--- src/rtl/coco_mem_pkg.sv ---
// Shared constants and types for the CoCo system RAM time-slot scheduler.
package coco_mem_pkg;
    localparam int SLOT_W       = 4;
    localparam int NUM_SLOTS    = 16;
    localparam int CPU_SLOT_DEF = 8;
    localparam int VID_SLOT_DEF = 0;

    typedef enum logic [1:0] {
        RD_NONE = 2'd0,
        RD_CPU  = 2'd1,
        RD_VID  = 2'd2
    } rd_tag_e;
endpackage

--- src/rtl/coco_ram_scheduler_if.sv ---
// Requester and RAM-macro signals of the slot scheduler, bundled for one port.
interface coco_ram_scheduler_if #(
    parameter int ADDR_W = 16
);
    logic              cpu_cs;
    logic              cpu_we;
    logic [ADDR_W-1:0] cpu_addr;
    logic [7:0]        cpu_wdata;
    logic [7:0]        cpu_rdata;
    logic              cpu_rvalid;
    logic [ADDR_W-1:0] vid_addr;
    logic [7:0]        vid_data;
    logic              vid_valid;
    logic              ldr_wr;
    logic [ADDR_W-1:0] ldr_addr;
    logic [7:0]        ldr_data;
    logic              ldr_ready;
    logic              ldr_overflow;
    logic [ADDR_W-1:0] ram_addr;
    logic [7:0]        ram_din;
    logic              ram_we;
    logic              ram_en;
    logic [7:0]        ram_dout;

    modport slave (
        input  cpu_cs, cpu_we, cpu_addr, cpu_wdata, vid_addr, ldr_wr, ldr_addr, ldr_data, ram_dout,
        output cpu_rdata, cpu_rvalid, vid_data, vid_valid, ldr_ready, ldr_overflow,
        output ram_addr, ram_din, ram_we, ram_en
    );

    modport master (
        output cpu_cs, cpu_we, cpu_addr, cpu_wdata, vid_addr, ldr_wr, ldr_addr, ldr_data, ram_dout,
        input  cpu_rdata, cpu_rvalid, vid_data, vid_valid, ldr_ready, ldr_overflow,
        input  ram_addr, ram_din, ram_we, ram_en
    );
endinterface

--- src/rtl/coco_wr_fifo.sv ---
// Synchronous FIFO holding buffered loader writes ({addr, data}) until a free slot.
module coco_wr_fifo #(
    parameter int WIDTH = 24,
    parameter int DEPTH = 4
) (
    input  logic                     clk,
    input  logic                     reset,
    input  logic                     i_push,
    input  logic [WIDTH-1:0]         i_wdata,
    input  logic                     i_pop,
    output logic [WIDTH-1:0]         o_rdata,
    output logic                     o_full,
    output logic                     o_empty,
    output logic [$clog2(DEPTH):0]   o_count
);
    localparam int PTR_W = $clog2(DEPTH);

    logic [WIDTH-1:0] r_mem [DEPTH];
    logic [PTR_W-1:0] r_wr_ptr;
    logic [PTR_W-1:0] r_rd_ptr;
    logic [PTR_W:0]   r_count;
    logic             w_do_push;
    logic             w_do_pop;

    assign o_empty   = (r_count == '0);
    assign o_full    = (r_count == (PTR_W+1)'(DEPTH));
    assign o_count   = r_count;
    assign o_rdata   = r_mem[r_rd_ptr];
    // A pop frees the head this cycle, so a push into a full queue still lands.
    assign w_do_pop  = i_pop && !o_empty;
    assign w_do_push = i_push && (!o_full || w_do_pop);

    always_ff @(posedge clk) begin
        if (!reset) begin
            r_wr_ptr <= '0;
            r_rd_ptr <= '0;
            r_count  <= '0;
        end else begin
            if (w_do_push) r_wr_ptr <= r_wr_ptr + 1'b1;
            if (w_do_pop)  r_rd_ptr <= r_rd_ptr + 1'b1;
            r_count <= r_count + {{PTR_W{1'b0}}, w_do_push} - {{PTR_W{1'b0}}, w_do_pop};
        end
    end

    always_ff @(posedge clk) begin
        if (w_do_push) r_mem[r_wr_ptr] <= i_wdata;
    end
endmodule

--- src/rtl/coco_ram_scheduler.sv ---
// Shares one 64Kx8 RAM between CPU, VDG fetch and loader using 16 fixed slots per E cycle.
module coco_ram_scheduler
    import coco_mem_pkg::*;
#(
    parameter int ADDR_W     = 16,
    parameter int CPU_SLOT   = CPU_SLOT_DEF,
    parameter int VID_SLOT   = VID_SLOT_DEF,
    parameter int FIFO_DEPTH = 4
) (
    input  logic               clk,
    input  logic               reset,
    input  logic               clk_ena,
    input  logic               e,
    coco_ram_scheduler_if.slave bus
);
    generate
        if (CPU_SLOT == VID_SLOT) begin : g_bad_slots
            $error("coco_ram_scheduler: CPU_SLOT and VID_SLOT must differ");
        end
        if ((FIFO_DEPTH < 2) || ((FIFO_DEPTH & (FIFO_DEPTH - 1)) != 0)) begin : g_bad_depth
            $error("coco_ram_scheduler: FIFO_DEPTH must be a power of 2 and >= 2");
        end
    endgenerate

    logic [SLOT_W-1:0]          r_slot;
    logic                       r_e_prev;
    logic                       r_ram_en;
    logic                       r_ram_we;
    logic [ADDR_W-1:0]          r_ram_addr;
    logic [7:0]                 r_ram_din;
    rd_tag_e                    r_tag;
    logic                       r_cpu_rvalid;
    logic                       r_vid_valid;
    logic [7:0]                 r_cpu_rdata;
    logic [7:0]                 r_vid_data;
    logic                       r_overflow;

    logic                       w_issue;
    logic                       w_we;
    logic [ADDR_W-1:0]          w_addr;
    logic [7:0]                 w_din;
    rd_tag_e                    w_tag;
    logic                       w_pop;
    logic [ADDR_W+7:0]          w_head;
    logic                       w_full;
    logic                       w_empty;
    logic [$clog2(FIFO_DEPTH):0] w_count;

    coco_wr_fifo #(
        .WIDTH (ADDR_W + 8),
        .DEPTH (FIFO_DEPTH)
    ) u_wr_fifo (
        .clk     (clk),
        .reset   (reset),
        .i_push  (bus.ldr_wr),
        .i_wdata ({bus.ldr_addr, bus.ldr_data}),
        .i_pop   (w_pop),
        .o_rdata (w_head),
        .o_full  (w_full),
        .o_empty (w_empty),
        .o_count (w_count)
    );

    // The tick that sees E rise is slot 0, so the counter reloads to 1 for the next tick.
    always_ff @(posedge clk) begin
        if (!reset) begin
            r_slot   <= '0;
            r_e_prev <= 1'b0;
        end else if (clk_ena) begin
            r_e_prev <= e;
            r_slot   <= (e && !r_e_prev) ? SLOT_W'(1) : r_slot + 1'b1;
        end
    end

    always_comb begin
        w_issue = 1'b0;
        w_we    = 1'b0;
        w_addr  = '0;
        w_din   = '0;
        w_tag   = RD_NONE;
        w_pop   = 1'b0;
        if (clk_ena) begin
            if (r_slot == SLOT_W'(VID_SLOT)) begin
                w_issue = 1'b1;
                w_addr  = bus.vid_addr;
                w_tag   = RD_VID;
            end else if (r_slot == SLOT_W'(CPU_SLOT)) begin
                // An unused CPU slot stays idle so CPU timing never depends on loader traffic.
                if (bus.cpu_cs) begin
                    w_issue = 1'b1;
                    w_we    = bus.cpu_we;
                    w_addr  = bus.cpu_addr;
                    w_din   = bus.cpu_wdata;
                    w_tag   = bus.cpu_we ? RD_NONE : RD_CPU;
                end
            end else if (!w_empty) begin
                w_issue = 1'b1;
                w_we    = 1'b1;
                w_addr  = w_head[ADDR_W+7:8];
                w_din   = w_head[7:0];
                w_pop   = 1'b1;
            end
        end
    end

    always_ff @(posedge clk) begin
        if (!reset) begin
            r_ram_en     <= 1'b0;
            r_ram_we     <= 1'b0;
            r_ram_addr   <= '0;
            r_ram_din    <= '0;
            r_tag        <= RD_NONE;
            r_cpu_rvalid <= 1'b0;
            r_vid_valid  <= 1'b0;
            r_cpu_rdata  <= '0;
            r_vid_data   <= '0;
            r_overflow   <= 1'b0;
        end else begin
            r_ram_en     <= w_issue;
            r_ram_we     <= w_we;
            r_tag        <= w_tag;
            if (w_issue) begin
                r_ram_addr <= w_addr;
                r_ram_din  <= w_din;
            end
            r_cpu_rvalid <= (r_tag == RD_CPU);
            r_vid_valid  <= (r_tag == RD_VID);
            if (r_cpu_rvalid) r_cpu_rdata <= bus.ram_dout;
            if (r_vid_valid)  r_vid_data  <= bus.ram_dout;
            if (bus.ldr_wr && w_full && !w_pop) r_overflow <= 1'b1;
        end
    end

    // Read data is passed straight through during the valid clk, then held in the capture register.
    assign bus.cpu_rdata    = r_cpu_rvalid ? bus.ram_dout : r_cpu_rdata;
    assign bus.vid_data     = r_vid_valid  ? bus.ram_dout : r_vid_data;
    assign bus.cpu_rvalid   = r_cpu_rvalid;
    assign bus.vid_valid    = r_vid_valid;
    assign bus.ldr_ready    = (w_count != ($clog2(FIFO_DEPTH)+1)'(FIFO_DEPTH));
    assign bus.ldr_overflow = r_overflow;
    assign bus.ram_en       = r_ram_en;
    assign bus.ram_we       = r_ram_we;
    assign bus.ram_addr     = r_ram_addr;
    assign bus.ram_din      = r_ram_din;
endmodule
--- src/flat_wrapper.sv ---
// flat-port wrapper written by rule: the top's interface ports become plain ports
module coco_ram_scheduler_flat import coco_mem_pkg::*;
#(
    parameter int ADDR_W     = 16,
    parameter int CPU_SLOT   = CPU_SLOT_DEF,
    parameter int VID_SLOT   = VID_SLOT_DEF,
    parameter int FIFO_DEPTH = 4
)
  (clk, reset, clk_ena, e, bus_cpu_cs, bus_cpu_we, bus_cpu_addr, bus_cpu_wdata, bus_vid_addr, bus_ldr_wr, bus_ldr_addr, bus_ldr_data, bus_ram_dout, bus_cpu_rdata, bus_cpu_rvalid, bus_vid_data, bus_vid_valid, bus_ldr_ready, bus_ldr_overflow, bus_ram_addr, bus_ram_din, bus_ram_we, bus_ram_en);
  coco_ram_scheduler_if #(.ADDR_W(ADDR_W)) bus_i ();
  input  logic clk;
  input  logic reset;
  input  logic clk_ena;
  input  logic e;
  input wire logic [$bits(bus_i.cpu_cs)-1:0] bus_cpu_cs;
  input wire logic [$bits(bus_i.cpu_we)-1:0] bus_cpu_we;
  input wire logic [$bits(bus_i.cpu_addr)-1:0] bus_cpu_addr;
  input wire logic [$bits(bus_i.cpu_wdata)-1:0] bus_cpu_wdata;
  input wire logic [$bits(bus_i.vid_addr)-1:0] bus_vid_addr;
  input wire logic [$bits(bus_i.ldr_wr)-1:0] bus_ldr_wr;
  input wire logic [$bits(bus_i.ldr_addr)-1:0] bus_ldr_addr;
  input wire logic [$bits(bus_i.ldr_data)-1:0] bus_ldr_data;
  input wire logic [$bits(bus_i.ram_dout)-1:0] bus_ram_dout;
  output wire logic [$bits(bus_i.cpu_rdata)-1:0] bus_cpu_rdata;
  output wire logic [$bits(bus_i.cpu_rvalid)-1:0] bus_cpu_rvalid;
  output wire logic [$bits(bus_i.vid_data)-1:0] bus_vid_data;
  output wire logic [$bits(bus_i.vid_valid)-1:0] bus_vid_valid;
  output wire logic [$bits(bus_i.ldr_ready)-1:0] bus_ldr_ready;
  output wire logic [$bits(bus_i.ldr_overflow)-1:0] bus_ldr_overflow;
  output wire logic [$bits(bus_i.ram_addr)-1:0] bus_ram_addr;
  output wire logic [$bits(bus_i.ram_din)-1:0] bus_ram_din;
  output wire logic [$bits(bus_i.ram_we)-1:0] bus_ram_we;
  output wire logic [$bits(bus_i.ram_en)-1:0] bus_ram_en;
  assign bus_i.cpu_cs = bus_cpu_cs;
  assign bus_i.cpu_we = bus_cpu_we;
  assign bus_i.cpu_addr = bus_cpu_addr;
  assign bus_i.cpu_wdata = bus_cpu_wdata;
  assign bus_i.vid_addr = bus_vid_addr;
  assign bus_i.ldr_wr = bus_ldr_wr;
  assign bus_i.ldr_addr = bus_ldr_addr;
  assign bus_i.ldr_data = bus_ldr_data;
  assign bus_i.ram_dout = bus_ram_dout;
  assign bus_cpu_rdata = bus_i.cpu_rdata;
  assign bus_cpu_rvalid = bus_i.cpu_rvalid;
  assign bus_vid_data = bus_i.vid_data;
  assign bus_vid_valid = bus_i.vid_valid;
  assign bus_ldr_ready = bus_i.ldr_ready;
  assign bus_ldr_overflow = bus_i.ldr_overflow;
  assign bus_ram_addr = bus_i.ram_addr;
  assign bus_ram_din = bus_i.ram_din;
  assign bus_ram_we = bus_i.ram_we;
  assign bus_ram_en = bus_i.ram_en;
  coco_ram_scheduler #(.ADDR_W(ADDR_W), .CPU_SLOT(CPU_SLOT), .VID_SLOT(VID_SLOT), .FIFO_DEPTH(FIFO_DEPTH)) u_core (.clk(clk), .reset(reset), .clk_ena(clk_ena), .e(e), .bus(bus_i));
endmodule
--- config.mk ---
export PLATFORM = sky130hd
export DESIGN_NAME = coco_ram_scheduler_flat
export DESIGN_NICKNAME = d
export VERILOG_FILES = /design/src/rtl/coco_mem_pkg.sv /design/src/rtl/coco_ram_scheduler_if.sv /design/src/rtl/coco_wr_fifo.sv /design/src/rtl/coco_ram_scheduler.sv /design/src/flat_wrapper.sv
export SDC_FILE = /design/constraint.sdc
export NUM_CORES = 1
export LEC_CHECK = 0
export CAP_MARGIN = 5
export CORE_ASPECT_RATIO = 1.25
export CORE_MARGIN = 4
export CORE_UTILIZATION = 23
export CTS_CLUSTER_SIZE = 20
export DETAILED_ROUTE_END_ITERATION = 8
export GPL_TIMING_DRIVEN = 0
export PLACE_DENSITY_LB_ADDON = 0.05
export SLEW_MARGIN = 20
export SYNTH_ARGS = -nofsm -noshare
export SYNTH_HDL_FRONTEND = slang
export SYNTH_SLANG_ARGS = --single-unit
--- constraint.sdc ---
create_clock -name clk -period 5.5 [get_ports clk]
set_clock_uncertainty 0.2 [all_clocks]
set_input_delay 1.1 -clock clk [delete_from_list [all_inputs] [get_ports clk]]
set_output_delay 1.1 -clock clk [all_outputs]
set_load 0.02 [all_outputs]
---- Word-level counts from Yosys, hierarchy flattened ----
Memories as Yosys holds them, arrays and structs flattened. A register that Yosys moved wholly into a read port is not among the register bits.
Index checks and enable logic that the tools add are counted.
word-level totals
  memories kept ........................... 1
  flip-flop bits (word level) ............. 59
  RAM bits ................................ 96
  output and inout port bits .............. 46
memories
  memory                  depth  bits a word  read ports  clocked after Yosys merged registers in  wr ports  RTL line            text
  u_core.u_wr_fifo.r_mem  4      24           1           1                                        1         coco_wr_fifo.sv:18  logic [WIDTH-1:0] r_mem [DEPTH];
cells by class
  mux-type cells .......................... 31
  reduce and logical (&&, ||, !) cells .... 15
  bitwise operators ....................... 4
  equal/unequal tests ..................... 5
  add/subtract/negate cells ............... 5
operators by type and width
  kind                   number
  $mux W16               5
  $mux W8                7
  $mux W1                13
  $mux W2                5
  $logic_and A1 B1 Y1    5
  $reduce_or A5 Y1       1
  $add A2 B1 Y2 const B  2
  $add A4 B1 Y4 const B  1
  $eq A4 B4 Y1 const B   1
  $logic_not A1 Y1       4
  $logic_not A4 Y1       1
  $mux W4                1
  $not A1 Y1             4
  $add A3 B1 Y3          1
  $eq A3 B3 Y1 const B   1
  $logic_not A3 Y1       1
  $ne A3 B3 Y1 const B   1
  $reduce_or A3 Y1       1
  $sub A3 B1 Y3          1
  $eq A2 B1 Y1 const B   1
  $eq A2 B2 Y1 const B   1
  $reduce_and A2 Y1      1
  $logic_or A1 B1 Y1     1

---- Logic depth before layout (Yosys ltp) ----
  depth in word-level cells ............... 10
  depth in mapped cells ................... 14
  mapped depth without buffers ............ 13

---- Modules after synthesis ----
Synthesis repeated with hierarchy kept, for this count alone.
unflattened totals
  cells, all modules ...................... 406
  area total of the unflattened synthesis .. 6473.7 sq um
modules (own cells, without submodules)
  module              area each (sq um)  cells each  instances
  coco_wr_fifo        3970.1             173         1
  coco_ram_scheduler  2503.7             233         1

---- Worst setup path after synthesis ----
No wires, ideal clock.
  path kind ............................... input-to-reg
  start ................................... input clk_ena
  end ..................................... register u_core.u_wr_fifo.r_count[2], in the netlist u_core.u_wr_fifo.o_count[2]
  stages on the path ...................... 11
  setup time .............................. 128 ps
  slack ................................... 2318 ps
  data arrival time ....................... 2854 ps
  path through ............................ clkbuf_1 -> a21oi_1 -> nor2_1 -> inv_1 -> ha_1 -> inv_1 -> ha_1 -> fa_1 -> xnor2_1 -> xnor2_1 -> nor2_1
on the way
  longest elaborated chain between the ends .. 6
RTL lines
  element                  RTL line                  text
  start: declaration       flat_wrapper.sv:13        input logic clk_ena;
  $mux W1 (*)              coco_ram_scheduler.sv:82  if (clk_ena) begin
  $logic_and A1 B1 Y1 (*)  coco_wr_fifo.sv:30        assign w_do_pop = i_pop && !o_empty;
  $logic_or A1 B1 Y1       coco_wr_fifo.sv:31        assign w_do_push = i_push && (!o_full || w_do_pop);
  $logic_and A1 B1 Y1      coco_wr_fifo.sv:31
  $add A3 B1 Y3            coco_wr_fifo.sv:41        r_count <= r_count + {{PTR_W{1'b0}}, w_do_push} - {{PTR_W{1'b0}}, w_do_pop};
  $sub A3 B1 Y3 (*)        coco_wr_fifo.sv:41
  end signal: assignment   coco_wr_fifo.sv:41
  end: declaration         coco_wr_fifo.sv:21        logic [PTR_W:0] r_count;
Mark *: on every way between the ends. The rest lies on a longest branch, timed or not.
A chain may end at the register's enable or synchronous reset.

---- Final worst setup path ----
  start ................................... input bus_ram_dout[7]
  end ..................................... output bus_cpu_rdata[7]
on the way
  longest elaborated chain between the ends .. 1
RTL lines
  element             RTL line                   text
  start: declaration  flat_wrapper.sv:23         input wire logic [$bits(bus_i.ram_dout)-1:0] bus_ram_dout;
  $mux W8             coco_ram_scheduler.sv:135  assign bus.cpu_rdata = r_cpu_rvalid ? bus.ram_dout : r_cpu_rdata;
  end: declaration    flat_wrapper.sv:24         output wire logic [$bits(bus_i.cpu_rdata)-1:0] bus_cpu_rdata;
No other way between the ends.

==> impl_metrics.env <==
export IMPL_synth_edf_count=96
export IMPL_seq_power_share_pct=45.5
export IMPL_crit_top_cell="clkdlybuf4s50_1"
export IMPL_setup_violations_final=0
export IMPL_worst_pin_slew_ps=854
export IMPL_layout_drive_gt1_share_pct=17.7
export IMPL_ys_async_sr_fraction_pct=0
export IMPL_areaGrowthSynthToFinish_pct=37.0
export IMPL_die_w_um=155
export IMPL_cts_root_buf="clkbuf_16"
export IMPL_worstPathMaxFanout=2
export IMPL_dpl_cell_count=874
export IMPL_synth_area_leaders="edfxtp_1, dfxtp_1, mux4_2"
export IMPL_die_h_um=191
export IMPL_internal_power_mw=2.24
export IMPL_min_period_over_period_pct=66.5
export IMPL_final_area_um2=8470
export IMPL_grt_max_degree=24
export IMPL_place_hpwl_um=12000
export IMPL_finalSetupTns_ps=0
export IMPL_core_area_um2=26300
export IMPL_rows=66
export IMPL_synth_area_per_cell_um2=15.2
export IMPL_drtPass1Iterations=4
export IMPL_post_drt_wl_per_cell_um=18.6
export IMPL_grt_pass1_vias=4271
export IMPL_instances_no_fill=906
export IMPL_ys_seq_area_share_pct=66.4
export IMPL_rr_startpoint="u_core.r_slot[0]"
export IMPL_vias=3857
export IMPL_cts_tree="done"
export IMPL_place_area_um2=7940
export IMPL_synth_nets=494
export IMPL_reg2regPathDepth=14
export IMPL_synth_cell_types=41
export IMPL_leakagePower_nw=2.87
export IMPL_worstSetupPathType="input port to output pin"
export IMPL_p_sw_share_pct=26.7
export IMPL_finalMaxSlewViolations=0
export IMPL_synth_commonest_cells="edfxtp_1, dfxtp_1, mux4_2, nand2_1, o21ai_0"
export IMPL_cts_setup_buffers=0
export IMPL_path_cells="clkdlybuf4s50_1 -> mux2_2 -> clkdlybuf4s50_1"
export IMPL_crit_path_end_kind="output pin"
export IMPL_vdd_drop_max_uv=167
export IMPL_drc=0
export IMPL_clk_pin_slew_ps=60
export IMPL_track_usage_pct=11.8
export IMPL_ant_nets=0
export IMPL_synthFlopType="edfxtp_1"
export IMPL_routed_wl_um=16800
export IMPL_crit_slowest_cell="clkdlybuf4s50_1"
export IMPL_synth_seq_cells=157
export IMPL_critPathMaxStageDelay_ps=540
export IMPL_synth_top_area_cell="edfxtp_1"
export IMPL_combPwrFrac_pct=19.4
export IMPL_final_hold_violation_count=0
export IMPL_cts_htree_levels=4
export IMPL_portBuffers=124
export IMPL_drtIter0Drc=223
export IMPL_cts_made_buffers=17
export IMPL_yosys_warnings=0
export IMPL_crit_start="bus_ram_dout[7]"
export IMPL_r2r_slack_ps=2600
export IMPL_synth_most_common_cell="edfxtp_1"
export IMPL_status="finished clean"
export IMPL_cp_start_kind="input port"
export IMPL_grt_first_pass_wirelength_um=26000
export IMPL_p_per_area_nw_per_um2=361
export IMPL_die_area_um2=29600
export IMPL_grt_setup_unrepaired="no"
export IMPL_slew_headroom_pct=42.8
export IMPL_ctsHoldBuffers=0
export IMPL_switching_power_mw=0.817
export IMPL_maxCapViolations=0
export IMPL_overflow=0
export IMPL_max_freq_mhz=273
export IMPL_yosysTopAreaCellShare_pct=46.6
export IMPL_initial_core_util_pct=23.5
export IMPL_hp_class="flip-flop to flip-flop"
export IMPL_worstPathArrival_ps=2360
export IMPL_detail_route_vias_per_cell=4.26
export IMPL_clkSinkCount=157
export IMPL_nets=641
export IMPL_insertion_delay_ps=420
export IMPL_syn_area_um2=6180
export IMPL_gp_congestion=0.733
export IMPL_postSynthCellCount=406
export IMPL_num_antenna_cells=0
export IMPL_clock_power_share_pct=35.2
export IMPL_period_minus_slack_ps=3660
export IMPL_cp_endpoint="bus_cpu_rdata[7]"
export IMPL_crit_required_ps=4200
export IMPL_r2r_end="u_core.u_wr_fifo.o_count[2]"
export IMPL_antenna_found_initial=0
export IMPL_cts_max_path_buffers=2
export IMPL_io_pins=125
export IMPL_cts_resized=0
-- worst min path at each step --
stage,startpoint,endpoint,slack [ps],cells after the start
finish,u_core.r_tag[1],u_core.bus.cpu_rvalid,200,1
global route,u_core.r_tag[1],u_core.bus.cpu_rvalid,220,1
CTS,u_core.r_tag[1],u_core.bus.cpu_rvalid,200,1
detailed placement,u_core.r_tag[1],u_core.bus.cpu_rvalid,200,1
global placement,u_core.r_tag[1],u_core.bus.cpu_rvalid,200,1
floorplan,u_core.r_tag[1],u_core.bus.cpu_rvalid,180,1
-- worst max-delay path: cells and delay by family --
| family | cells | cell delay, ps |
|---|---|---|
| buffers and inverters | 2 | 970 |
| muxes | 1 | 290 |
-- registers in the layout, summed over array words and instances, names as in the netlist, 3 cells and up, named ones only --
| name | flops |
|---|---|
| u_core.r_vid_data | 8 |
| u_core.r_cpu_rdata | 8 |
| u_core.u_wr_fifo.o_count | 3 |
| u_core.bus.ram_addr | 16 |
| u_core.r_slot | 4 |
| u_core.bus.ram_din | 8 |
| u_core.u_wr_fifo.r_mem | 96 |
-- layout make-up --
cell class,count,area (µm²)
Buffer,25,130
Clock inverter,13,101
Inverter,12,45.0
Clock buffer,19,433
Tap cell,340,425
Timing Repair Buffer,128,1320
Fill cell,2614,17800
Multi-Input combinational cell,212,1910
Sequential cell,157,4100
-- power by group through the flow --
stage / registers [mW] / logic (mW) / clock network (mW)
6_report: 1.39 / 0.592 / 1.08
3_5_place_dp: 1.42 / 0.609 / 0
3_3_place_gp: 1.41 / 0.590 / 0
5_1_grt: 1.40 / 0.655 / 1.17
4_1_cts: 1.39 / 0.611 / 1.11
2_1_floorplan: 1.44 / 0.309 / 0
-- placed cells by master, fill, tap and decap left out, drive strengths merged, types with 7 or more instances in the layout --
cell type        n
a221o            8
a31oi           16
nand2           21
inv             12
clkdlybuf4s50  124
o21ai           20
edfxtp          96
nor2b           10
buf             16
dfxtp           61
clkbuf          32
nor2            15
mux2            16
clkinv           8
and2            18
o221ai          16
mux4            24
ha               8
a21oi            7
-- per-stage QoR --
step / util (%) / hold slack [ps] / setup WS [ps] / power, mW
finish: 32.3 / 201 / 1840 / 3.06
global route: 32.3 / 218 / 1560 / 3.23
global placement: 29.9 / 199 / 1250 / 2.00
detailed placement: 30.2 / 200 / 1390 / 2.03
floorplan: - / 182 / 2320 / 1.75
CTS: 32.3 / 203 / 1820 / 3.12
-- routing by layer --
metal	track usage [%]	wire (µm)
met1	15.1	7790
met2	19.6	8120
met3	3.40	751
met4	3.57	180
met5	0	0
-- cells by family (layout without fill, tap and decap cells) --
kind of cell	after synthesis	after routing	synth area share (%)
adders and majority gates	9	9	1.94
muxes	41	41	11.8
DFF	157	157	66.4
and+or+nand+nor	85	85	7.30
AOI/OAI and AO/OA	72	72	9.02
xor gates and xnor gates	5	5	0.708
buffers and inverters	37	197	2.83
(Power assumes the default switching activity.)
